===== config.mk =====
export PLATFORM = sky130hd
export DESIGN_NAME = uart_tx_arbiter
export DESIGN_NICKNAME = d
export VERILOG_FILES = /design/src/rtl/uart_tx_arb_pkg.sv /design/src/rtl/rr_pick.sv /design/src/rtl/uart_tx_arbiter.sv
export SDC_FILE = /design/constraint.sdc
export NUM_CORES = 1
export LEC_CHECK = 0
export BUFFER_PORTS_ARGS = -buffer_cell sky130_fd_sc_hd__buf_4
export CORE_MARGIN = 10
export CORE_UTILIZATION = 33
export CTS_CLUSTER_DIAMETER = 80
export CTS_CLUSTER_SIZE = 14
export DETAILED_ROUTE_END_ITERATION = 8
export GPL_TIMING_DRIVEN = 0
export PLACE_DENSITY = 0.68
export SKIP_LAST_GASP = 1
export SLEW_MARGIN = 20
export SYNTH_ARGS = -nofsm -noshare
export SYNTH_HDL_FRONTEND = slang
export SYNTH_SLANG_ARGS = --single-unit

===== constraint.sdc =====
create_clock -name clock -period 1.7 [get_ports clock]
set_input_delay 0.085 -clock clock [delete_from_list [all_inputs] [get_ports clock]]
set_output_delay 0.085 -clock clock [all_outputs]
set_load 0.01 [all_outputs]

===== src/rtl/uart_tx_arb_pkg.sv =====
// Shared definitions for the UART transmit arbiter: FSM encoding and defaults.
// Latency: n/a (types and constants only).
// Backpressure: n/a.
package uart_tx_arb_pkg;

   localparam int DEF_NREQ     = 4;
   localparam int DEF_BUSY_TMO = 3;

   typedef enum logic [1:0] {
      IDLE      = 2'd0,
      ISSUE     = 2'd1,
      WAIT_BUSY = 2'd2,
      WAIT_DONE = 2'd3
   } arb_state_t;

endpackage


===== src/rtl/rr_pick.sv =====
// Combinational round-robin search: first valid requester at or after ptr, wrapping.
// Latency: zero cycles (pure combinational).
// Backpressure: none; winner is zero when no requester is valid.
module rr_pick #(
   parameter int NREQ = 4,
   parameter int PW   = 2
) (
   input  logic [NREQ-1:0] valid,
   input  logic [PW-1:0]   ptr,
   output logic [NREQ-1:0] winner
);

   logic found;

   // First pass covers ptr..NREQ-1, second pass wraps to 0..ptr-1.
   always_comb begin
      winner = '0;
      found  = 1'b0;
      for (int i = 0; i < NREQ; i++) begin
         if (!found && valid[i] && (i >= int'(ptr))) begin
            winner[i] = 1'b1;
            found     = 1'b1;
         end
      end
      for (int i = 0; i < NREQ; i++) begin
         if (!found && valid[i]) begin
            winner[i] = 1'b1;
            found     = 1'b1;
         end
      end
   end

endmodule


===== src/rtl/uart_tx_arbiter.sv =====
// Round-robin arbiter feeding one UART transmitter from NREQ byte requesters (packet lock with UART_TX_ARB_LOCK_EN).
// Latency: req_ready pulses in accept cycle N, txValid/txData presented in N+1.
// Backpressure: no accept while txBusy=1 or a byte is in flight; missing txBusy after BUSY_TMO cycles sets sticky tmo_err.
module uart_tx_arbiter
   import uart_tx_arb_pkg::*;
#(
   parameter int NREQ     = DEF_NREQ,
   parameter int BUSY_TMO = DEF_BUSY_TMO
) (
   input  logic              clock,
   input  logic              reset,
   input  logic [NREQ-1:0]   req_valid,
   input  logic [8*NREQ-1:0] req_data,
   input  logic [NREQ-1:0]   req_last,
   output logic [NREQ-1:0]   req_ready,
   output logic [7:0]        txData,
   output logic              txValid,
   input  logic              txBusy,
   output logic [NREQ-1:0]   grant,
   output logic              tmo_err
);

   localparam int PW = (NREQ > 1) ? $clog2(NREQ) : 1;
   localparam int CW = $clog2(BUSY_TMO + 1);

   arb_state_t      state_q, state_d;
   logic [PW-1:0]   ptr_q;
   logic [CW-1:0]   cnt_q;
   logic [7:0]      tx_data_q;
   logic            tx_valid_q;
   logic [NREQ-1:0] grant_q;
   logic            tmo_q;
   logic [NREQ-1:0] elig;
   logic [NREQ-1:0] win;
   logic [PW-1:0]   win_idx;
   logic [PW-1:0]   ptr_nxt;
   logic [7:0]      win_byte;
   logic            win_last;
   logic            accept;
   logic            tmo_hit;
   logic            lock_held;

`ifdef UART_TX_ARB_LOCK_EN
   logic lock_q;

   // While a packet is open only the owning requester is eligible.
   assign elig      = lock_q ? (req_valid & grant_q) : req_valid;
   assign lock_held = lock_q;
`else
   logic unused_last;

   assign elig        = req_valid;
   assign lock_held   = 1'b0;
   assign unused_last = ^{req_last, win_last};
`endif

   rr_pick #(
      .NREQ (NREQ),
      .PW   (PW)
   ) u_rr_pick (
      .valid  (elig),
      .ptr    (ptr_q),
      .winner (win)
   );

   // Encode the one-hot winner into an index and select its byte and last flag.
   always_comb begin
      win_idx  = '0;
      win_byte = 8'h00;
      win_last = 1'b0;
      for (int k = 0; k < NREQ; k++) begin
         if (win[k]) begin
            win_idx  = PW'(k);
            win_byte = req_data[8*k +: 8];
            win_last = req_last[k];
         end
      end
   end

   assign ptr_nxt = (win_idx == PW'(NREQ - 1)) ? '0 : win_idx + PW'(1);

   // Reset gates the accept so no requester is ever handshaken during reset.
   assign accept    = reset && (state_q == IDLE) && !txBusy && (|win);
   assign req_ready = accept ? win : '0;
   assign txData    = tx_data_q;
   assign txValid   = tx_valid_q;
   assign grant     = grant_q;
   assign tmo_err   = tmo_q;

   // State register.
   always_ff @(posedge clock) begin
      if (!reset) state_q <= IDLE;
      else        state_q <= state_d;
   end

   // Next-state logic; tmo_hit flags the last unanswered WAIT_BUSY cycle.
   always_comb begin
      state_d = state_q;
      tmo_hit = 1'b0;
      case (state_q)
         IDLE:      if (accept) state_d = ISSUE;
         ISSUE:     state_d = WAIT_BUSY;
         WAIT_BUSY: begin
            if (txBusy) begin
               state_d = WAIT_DONE;
            end else if (cnt_q == CW'(BUSY_TMO - 1)) begin
               state_d = IDLE;
               tmo_hit = 1'b1;
            end
         end
         WAIT_DONE: if (!txBusy) state_d = IDLE;
         default:   state_d = IDLE;
      endcase
   end

   // Datapath: byte latch, strobe, round-robin pointer, grant, timeout counter and sticky error.
   always_ff @(posedge clock) begin
      if (!reset) begin
         ptr_q      <= '0;
         cnt_q      <= '0;
         tx_data_q  <= 8'h00;
         tx_valid_q <= 1'b0;
         grant_q    <= '0;
         tmo_q      <= 1'b0;
`ifdef UART_TX_ARB_LOCK_EN
         lock_q     <= 1'b0;
`endif
      end else begin
         tx_valid_q <= accept;
         if (accept) begin
            tx_data_q <= win_byte;
            grant_q   <= win;
            ptr_q     <= ptr_nxt;
`ifdef UART_TX_ARB_LOCK_EN
            lock_q    <= !win_last;
`endif
         end else if ((state_q != IDLE) && (state_d == IDLE) && !lock_held) begin
            grant_q <= '0;
         end
         if (state_q == WAIT_BUSY) cnt_q <= cnt_q + CW'(1);
         else                      cnt_q <= '0;
         if (tmo_hit) tmo_q <= 1'b1;
      end
   end

endmodule


==> impl_metrics.tcl, run 1 <==
set metrics [dict create \
    status "finished clean" \
    fmax_mhz 601.2 \
    synth_area_leaders "dfxtp_1, o211a_1, o31ai_2" \
    power.total_mw 1.201 \
    yosys.area.top_type "dfxtp_1" \
    hold_start "txBusy" \
    crit_slowest_cell "dfxtp_4" \
    initial_core_util_pct 34.88 \
    first_pass_iters 4 \
    die_area_mm2 0.006378 \
    synth_edf_count 0 \
    die_height_um 79.86 \
    antenna_found_initial 0 \
    clk_pin_slew_worst_paths_ns 0.11 \
    synth_cell_types 37 \
    synth_top_area_share_pct 33.86 \
    post_synth.cell_area_avg_um2 8.758 \
    drc 0 \
    instances_no_fill 241 \
    setup_violations 0 \
    holdBufCountCts 0 \
    fin_crit_ns 1.663 \
    vias 1230 \
    ioPinCount 61 \
    whs_ns 0.06982 \
    hpwl_um 3097 \
    port_buffers 55 \
    gp_congestion 0.8486 \
    wl_per_cell_um 15.86 \
    fillers 313 \
    synth-main-ff-cell "dfxtp_1" \
    worst_r2r_endpoint "txData[0]$_SDFFE_PN0P_" \
    critPathRequiredTime_ns 1.62 \
    slew_violations 0 \
    crit_type "register to primary output" \
    reg2reg_from "state_q[1]$_SDFF_PN0_" \
    numCtsBuffers 3 \
    reg2reg_slack_ns 0.05 \
    synthArstFlopShare_pct 0 \
    area_delta_synth_final_pct 47.94 \
    worst_pin_slew_ns 0.4782 \
    cts_tree "done" \
    insertedDiodeCount 0 \
    placedCellCount 236 \
    nNetsFinal 240 \
    critical_path_depth 5 \
    drt_iter0_drc 50 \
    avgViaCountPerCell 5.104 \
    hp-class "input port to register" \
    cp_max_fo 9 \
    path_buf_inv 2 \
    maxCapViolCount 0 \
    cp-startpoint "ptr_q[1]$_SDFFE_PN0P_" \
    skew_ns 0.001910 \
    p_leak_nw 0.8287 \
    grt_pass1_wl_um 6216 \
    rsz0062_at_grt "yes" \
    clk_latency_ns 0.29 \
    cts.sinks 20 \
    endpoint "req_ready[0]" \
    cp-start-kind "register" \
    cts_root_buffer "clkbuf_4" \
    ys_ff_latch 20 \
    crit_chain "o21ai_0 > a32o_1 > buf_2 > nor2b_1 > buf_4" \
    worst_setup_path_end_kind "primary output" \
    ys_warn_count 0 \
    power_density_mw_per_mm2 686.9 \
    track_usage_pct 11.91 \
    core_mm2 0.003390 \
    finalInstanceArea_mm2 0.001749 \
    ys_seq_area_share_pct 33.86 \
    irDropWorstVdd_uv 279.6 \
    clockBufferDepth 2 \
    cpPeakStageDelay_ns 0.42 \
    num_rows 21 \
    ff2ff_path_depth 4 \
    cp_top_family "flip-flops" \
    drive_above_1_share_pct 48.72 \
    finalHoldViolCount 0 \
    grt-ovfl-total 0 \
    syn_nets 179 \
    grt_max_degree 12 \
    antenna_left 0 \
    placed_cell_area_mm2 0.001653 \
    syn_inst 135 \
    cts.htree.levels 1 \
    wl_um 3822 \
    period_share_pct 97.84 \
    critPathArrivalTime_ns 1.58 \
    synth_area_mm2 0.001182 \
    die_w_um 79.86 \
    slew_headroom_pct 67.98 \
    grt_pass1_vias 1308 \
]
==> through the flow <==
stage               utilization, %  setup TNS, ns  setup slack (ns)
finish                       51.61              0           0.03670
global route                 51.61       -0.04674          -0.03014
CTS                          50.65       -0.01357          -0.01357
detailed placement           48.76        -0.9683          -0.09708
global placement             48.76        -0.2837          -0.05713
floorplan                        -              0          0.009834
==> power breakdown <==
part | switching [mW] | leakage [nW] | internal (mW)
Sequential | 0.0315 | 0.166 | 0.508
Combinational | 0.181 | 0.642 | 0.212
Clock | 0.139 | 0.0210 | 0.131
Total | 0.351 | 0.829 | 0.850
==> worst min-delay path: stages <==
cell	delay [ns]
buf_4	0.12
nand2_1	0.06
a21boi_0	0.07
==> state kept, by name (all words and copies together) (netlist names) <==
register / cells
grant: 4
txData: 8
cnt_q: 2
state_q: 2
tmo_err: 1
ptr_q: 2
txValid: 1
==> cells in the mapped netlist (3+ instances only) <==
cell type and count:
a21oi_1 6, o211a_1 10, nor2_1 15, o31ai_2 8, dfxtp_1 20, nand3_1 10
clkbuf_1 5, inv_1 12, nor2b_1 4, a22oi_1 8, o21ai_0 5, buf_2 3
==> routing by layer <==
layer	wire [µm]	global-route usage (%)	part of all wire [%]	up-vias
li1	-	-	-	619
met1	1583	13.05	41	566
met2	1909	20.55	50	41
met3	280	4.730	7.3	4
met4	48	3.697	1.3	0
met5	0	0	0	-
==> kinds of logic (layout without fill, tap and decap cells) <==
| logic type | count (synthesis) | after routing | share of synthesized area [%] |
|---|---|---|---|
| AOI/OAI and AO/OA | 51 | 51 | 37.36 |
| adders and majority gates | 1 | 1 | 1.058 |
| buffers and inverters | 24 | 84 | 9.947 |
| DFF | 20 | 20 | 33.86 |
| and+or+nand+nor | 39 | 39 | 17.78 |
==> how the worst min path moves through the flow <==
stage / end / slack, ns / cells after the start
after floorplan: state_q[0]$_SDFF_PN0_ / 0.24 / 2
final: state_q[0]$_SDFF_PN0_ / 0.07 / 3
after global routing: txData[5]$_SDFFE_PN0P_ / 0.08 / 3
after detailed placement: txData[1]$_SDFFE_PN0P_ / 0.40 / 3
after global placement: txData[1]$_SDFFE_PN0P_ / 0.38 / 3
after CTS: state_q[0]$_SDFF_PN0_ / 0.06 / 3
==> layout make-up <==
class	count	area [µm²]	share of cell area, %
Sequential cell	20	410.4	23.46
Buffer	8	56.30	3.219
Clock buffer	4	36.28	2.074
Multi-Input combinational cell	91	691.9	39.56
Tap cell	46	57.56	3.290
Timing Repair Buffer	59	442.9	25.32
Inverter	13	53.80	3.076
==> what timing repair did <==
item,4_1_cts,5_1_grt
gates resized for setup,7,9
pin swaps,0,2
endpoints found under the setup margin,18,15
setup buffers,4,0
==> placed cells by master (no fill, tap or decap), types with 2 or more instances in the layout <==
cell and instances:
nand2_1 2, o211ai_1 2, nor2b_1 3, a21oi_2 2
o21a_1 2, buf_2 2, a21oi_1 4, o211a_1 10
buf_4 61, clkbuf_4 3, o31ai_2 8, nor2_1 14
dfxtp_4 2, clkbuf_1 3, inv_1 12, a22oi_1 8
dfxtp_2 2, nand3_1 10, o21ai_0 4, dfxtp_1 16
(Power assumes the default switching activity.)
==> run 2: changes to the inputs <==
--- a/config.mk
+++ b/config.mk
@@ -6,6 +6,7 @@
 export NUM_CORES = 1
 export LEC_CHECK = 0
 export BUFFER_PORTS_ARGS = -buffer_cell sky130_fd_sc_hd__buf_4
+export CORE_ASPECT_RATIO = 0.6
 export CORE_MARGIN = 10
 export CORE_UTILIZATION = 33
 export CTS_CLUSTER_DIAMETER = 80
==> run 2 against run 1 <==
  * The run now ends with negative setup slack left
  * Power increased by 7.9%
  * Clock skew increased by 0.0082 ns
  * Design area increased by 0.50%
  * Die area increased by 1.2%
  * Routed wire length decreased by 0.94%
  * Fmax decreased by 2.2%
  * Flip-flop and latch count unchanged
  * First-iteration DRC count decreased by 42%
  * Combinational power about the same
  * Via count increased by 0.81%
  * Non-clock buffer count decreased by 3
==> impl_metrics.tcl, run 2 (synthesis results as in run 1) <==
set metrics [dict create \
    holdBufCountCts 0 \
    critPathRequiredTime_ns 1.90 \
    reg2reg_from "state_q[1]$_SDFF_PN0_" \
    track_usage_pct 10.79 \
    cts_tree "done" \
    rsz0062_at_grt "yes" \
    drc 0 \
    insertedDiodeCount 0 \
    slew_violations 0 \
    power_density_mw_per_mm2 737.8 \
    hpwl_um 3121 \
    cp-start-kind "register" \
    reg2reg_slack_ns -0.002 \
    layout_common_cells "buf_4, dfxtp_1, nor2_1, inv_1, o211a_1" \
    numCtsBuffers 3 \
    final.setup.tns_ns -0.001565 \
    worst_setup_path_end_kind "register" \
    endpoint "ptr_q[0]$_SDFFE_PN0P_" \
    worst_r2r_endpoint "ptr_q[0]$_SDFFE_PN0P_" \
    first_pass_iters 4 \
    whs_ns 0.1082 \
    cp_max_fo 10 \
    drive_above_1_share_pct 47.92 \
    status "finished, violations left" \
    crit_chain "or4b_4 > or2_4 > buf_12 > clkinv_4 > nand3_2 > a21boi_2" \
    crit_slowest_cell "or4b_4" \
    critPathArrivalTime_ns 1.90 \
    num_rows 16 \
    die_height_um 66.37 \
    p_leak_nw 0.8259 \
    crit_type "register to register" \
    wl_um 3786 \
    cpPeakStageDelay_ns 0.58 \
    power.total_mw 1.297 \
    largest_reg_flops 8 \
    instances_no_fill 237 \
    violations "negative setup slack" \
    core_mm2 0.003343 \
    port_buffers 55 \
    area_delta_synth_final_pct 48.68 \
    maxCapViolCount 0 \
    placedCellCount 235 \
    vias 1240 \
    period_share_pct 100.1 \
    grt_max_degree 12 \
    die_w_um 97.28 \
    skew_ns 0.01010 \
    fin_crit_ns 1.702 \
    irDropWorstVdd_uv 404.4 \
    hp-class "input port to register" \
    grt-ovfl-total 0 \
    setup_ws_ns -0.001565 \
    cts_root_buffer "clkbuf_8" \
    gp_congestion 0.7673 \
    nNetsFinal 237 \
    clk_latency_ns 0.26 \
    fillers 299 \
    cts.htree.levels 1 \
    setup_violations 1 \
    finalHoldViolCount 0 \
    avgViaCountPerCell 5.232 \
    grt_pass1_vias 1193 \
    wl_per_cell_um 15.97 \
    clk_pin_slew_worst_paths_ns 0.08 \
    grt_pass1_wl_um 5699 \
    critical_path_depth 6 \
    ioPinCount 61 \
    antenna_found_initial 0 \
    cts.sinks 20 \
    worst_pin_slew_ns 0.4929 \
    ff2ff_path_depth 6 \
    die_area_mm2 0.006456 \
    cp_top_family "simple AND/OR/NAND/NOR gates" \
    drt_iter0_drc 29 \
    path_buf_inv 2 \
    clockBufferDepth 2 \
    cp-startpoint "state_q[1]$_SDFF_PN0_" \
    fmax_mhz 587.7 \
    initial_core_util_pct 35.37 \
    antenna_left 0 \
    layout_commonest_cell "buf_4" \
    slew_headroom_pct 67.14 \
]
[run 2: area by class of cell]
class,count,area (µm²),share of cell area [%]
Clock buffer,4,55.05,3.132
Sequential cell,20,407.9,23.20
Timing Repair Buffer,56,420.4,23.91
Inverter,13,53.80,3.060
Tap cell,45,56.30,3.203
Buffer,8,62.56,3.559
Multi-Input combinational cell,91,701.9,39.93
[run 2: routing by layer]
layer / wire length, µm / GRT usage (%)
met5: 0 / 0
met3: 321 / 5.115
met2: 1666 / 16.45
met4: 24 / 2.166
met1: 1773 / 13.57
[run 2: metrics by stage]
step                      cell area, µm²  util, %  setup slack, ns
after CTS                           1725    51.61         -0.01411
after global routing                1758    52.58         -0.07297
after detailed placement            1652    49.40          -0.1973
final                               1758    52.58        -0.001565
after global placement              1652    49.40          -0.1528
after floorplan                     1182        -         0.009834
[run 2: how the worst min path moves through the flow]
stage / start / to / slack [ns] / cells past startpoint
4_1_cts: txBusy / state_q[0]$_SDFF_PN0_ / 0.11 / 3
6_report: txBusy / state_q[0]$_SDFF_PN0_ / 0.11 / 3
5_1_grt: txBusy / state_q[0]$_SDFF_PN0_ / 0.13 / 3
3_3_place_gp: req_data[26] / txData[2]$_SDFFE_PN0P_ / 0.38 / 3
3_5_place_dp: req_data[31] / txData[7]$_SDFFE_PN0P_ / 0.39 / 3
2_1_floorplan: txBusy / state_q[0]$_SDFF_PN0_ / 0.24 / 2
[run 2: worst min-delay path, delay by kind of cell]
kind / cells / cell delay (ns)
compound gates: 1 / 0.07
simple gates: 1 / 0.06
buf+inv: 1 / 0.12
[run 2: report_power, final]
| group | total [mW] | switching, mW | internal, mW |
|---|---|---|---|
| Combinational | 0.391 | 0.183 | 0.208 |
| Sequential | 0.541 | 0.0327 | 0.508 |
| Clock | 0.365 | 0.158 | 0.206 |
[run 2: repair_timing]
action,4_1_cts,5_1_grt
endpoints found under the setup margin,17,16
hold endpoints to repair,0,0
setup buffers,1,0
gates resized for setup,10,9
pin swaps,3,0
==> run 3: changes to the inputs <==
--- a/config.mk
+++ b/config.mk
@@ -8,12 +8,12 @@
 export BUFFER_PORTS_ARGS = -buffer_cell sky130_fd_sc_hd__buf_4
 export CORE_ASPECT_RATIO = 0.6
 export CORE_MARGIN = 10
-export CORE_UTILIZATION = 33
+export CORE_UTILIZATION = 40
 export CTS_CLUSTER_DIAMETER = 80
 export CTS_CLUSTER_SIZE = 14
 export DETAILED_ROUTE_END_ITERATION = 8
 export GPL_TIMING_DRIVEN = 0
-export PLACE_DENSITY = 0.68
+export PLACE_DENSITY = 0.79
 export SKIP_LAST_GASP = 1
 export SLEW_MARGIN = 20
 export SYNTH_ARGS = -nofsm -noshare
==> run 3 against run 2 <==
  * The run still ends with negative setup slack left
  * Clock skew fell by 0.0064 ns
  * First-iteration DRC count rose to 3.3 times the previous value
  * Via count rose by 4.8%
  * Hold slack improved by 0.0044 ns
  * Register-to-register slack got worse by 0.03 ns
  * Design area rose by 6.0%
  * Routed wire length rose by 9.3%
  * Setup slack got worse by 0.030 ns
  * Critical endpoint is now txData[0]$_SDFFE_PN0P_
  * Largest cell class unchanged
  * Highest routed layer unchanged
==> impl_metrics.tcl, run 3 (synthesis results as in run 1) <==
set metrics [dict create \
    violations "negative setup slack" \
    clk_latency_ns 0.26 \
    wl_um 4137 \
    final.setup.tns_ns -0.1426 \
    fillers 249 \
    avgViaCountPerCell 5.439 \
    slew_headroom_pct 56.77 \
    rsz0062_at_grt "yes" \
    core_mm2 0.002853 \
    multi_input_area_um2 753.2 \
    fmax_mhz 577.7 \
    gp_congestion 0.7809 \
    layout_common_cells "buf_4, dfxtp_1, nor2_1, inv_1, o211a_1" \
    grt_pass1_vias 1269 \
    largest_reg_flops 8 \
    wl_per_cell_um 17.31 \
    initial_core_util_pct 41.45 \
    fin_crit_ns 1.731 \
    track_usage_pct 12.72 \
    grt_pass1_wl_um 6023 \
    nNetsFinal 242 \
    drt_iter0_drc 96 \
    die_area_mm2 0.005602 \
    first_pass_iters 4 \
    cts.sinks 20 \
    insertedDiodeCount 0 \
    numCtsBuffers 3 \
    status "finished, violations left" \
    drc 0 \
    whs_ns 0.1126 \
    clk_pin_slew_worst_paths_ns 0.08 \
    num_rows 15 \
    port_buffers 55 \
    worst_setup_path_end_kind "register" \
    setup_violations 8 \
    cts.htree.levels 1 \
    cts_root_buffer "clkbuf_8" \
    layout_commonest_cell "buf_4" \
    grt-ovfl-total 0 \
    clockBufferDepth 2 \
    vias 1300 \
    critPathArrivalTime_ns 1.91 \
    p_leak_nw 0.8612 \
    period_share_pct 101.8 \
    post-route-util_pct 65.31 \
    irDropWorstVdd_uv 477.4 \
    critPathRequiredTime_ns 1.88 \
    maxCapViolCount 0 \
    die_w_um 90.19 \
    finalHoldViolCount 0 \
    worst_pin_slew_ns 0.6456 \
    die_height_um 62.12 \
    ioPinCount 61 \
    drive_above_1_share_pct 51.78 \
    power_density_mw_per_mm2 719.2 \
    cp-start-kind "register" \
    grt_max_degree 12 \
    slew_violations 0 \
    area.sequential_um2 412.9 \
    cp_max_fo 7 \
    skew_ns 0.003663 \
    antenna_left 0 \
    crit_type "register to register" \
    area_delta_synth_final_pct 57.57 \
    hp-class "input port to register" \
    cts_tree "done" \
    setup_ws_ns -0.03109 \
    hpwl_um 3013 \
    antenna_found_initial 0 \
]
[run 3: final cells by class]
cell class / instances / area share (%)
multi-input cells: 91 / 40.43
repair buffers: 61 / 25.52
flip-flops and latches: 20 / 22.16
clock buffers: 4 / 2.955
well taps: 42 / 2.821
inverters: 13 / 2.888
plain buffers: 8 / 3.224
[run 3: worst max-delay path, cell delays in order (launching register included)]
cell	delay [ns]
dfxtp_4	0.35
or4b_4	0.59
or2_4	0.33
buf_12	0.16
o31ai_2	0.23
[run 3: report_power, final]
| group | switching [mW] | internal (mW) | leakage [nW] | total (mW) |
|---|---|---|---|---|
| sequential | 0.0329 | 0.507 | 0.166 | 0.540 |
| clock | 0.160 | 0.206 | 0.0288 | 0.366 |
| combinational | 0.204 | 0.229 | 0.666 | 0.433 |
| total | 0.397 | 0.943 | 0.861 | 1.34 |
[run 3: metrics by stage]
stage	std cells	cell area (µm²)	power, mW	setup WS (ns)
floorplan	135	1182	0.7506	0.009834
global placement	232	1648	0.9100	-0.07923
detailed placement	232	1648	0.9232	-0.1157
CTS	236	1723	1.288	0.01748
global route	239	1863	1.397	-0.06576
finish	239	1863	1.340	-0.03109
[run 3: path summary, 6_finish.rpt]
check / end / slack [ns] / startpoint / cells past startpoint
min: state_q[0]$_SDFF_PN0_ / 0.11 / txBusy / 3
min reg2reg: cnt_q[0]$_SDFF_PN0_ / 0.41 / cnt_q[0]$_SDFF_PN0_ / 1
max: txData[0]$_SDFFE_PN0P_ / -0.03 / state_q[1]$_SDFF_PN0_ / 4
max reg2reg: txData[0]$_SDFFE_PN0P_ / -0.03 / state_q[1]$_SDFF_PN0_ / 4
[run 3: metal layers]
layer / vias to the layer above / global-route usage [%] / part of all wire, %
li1: 624 / - / -
met1: 607 / 15.47 / 44
met2: 65 / 19.13 / 45
met3: 4 / 7.434 / 10
met4: 0 / 2.174 / 0.39
met5: - / 0 / 0
[run 3: timing repair]
item | in CTS | in global routing
gates cloned | 0 | 1
pin swaps | 2 | 9
hold buffers | 0 | 0
resized for setup | 8 | 20
buffers inserted | 3 | 2
endpoints found under the setup margin | 18 | 17
endpoints found under the hold margin | 0 | 0
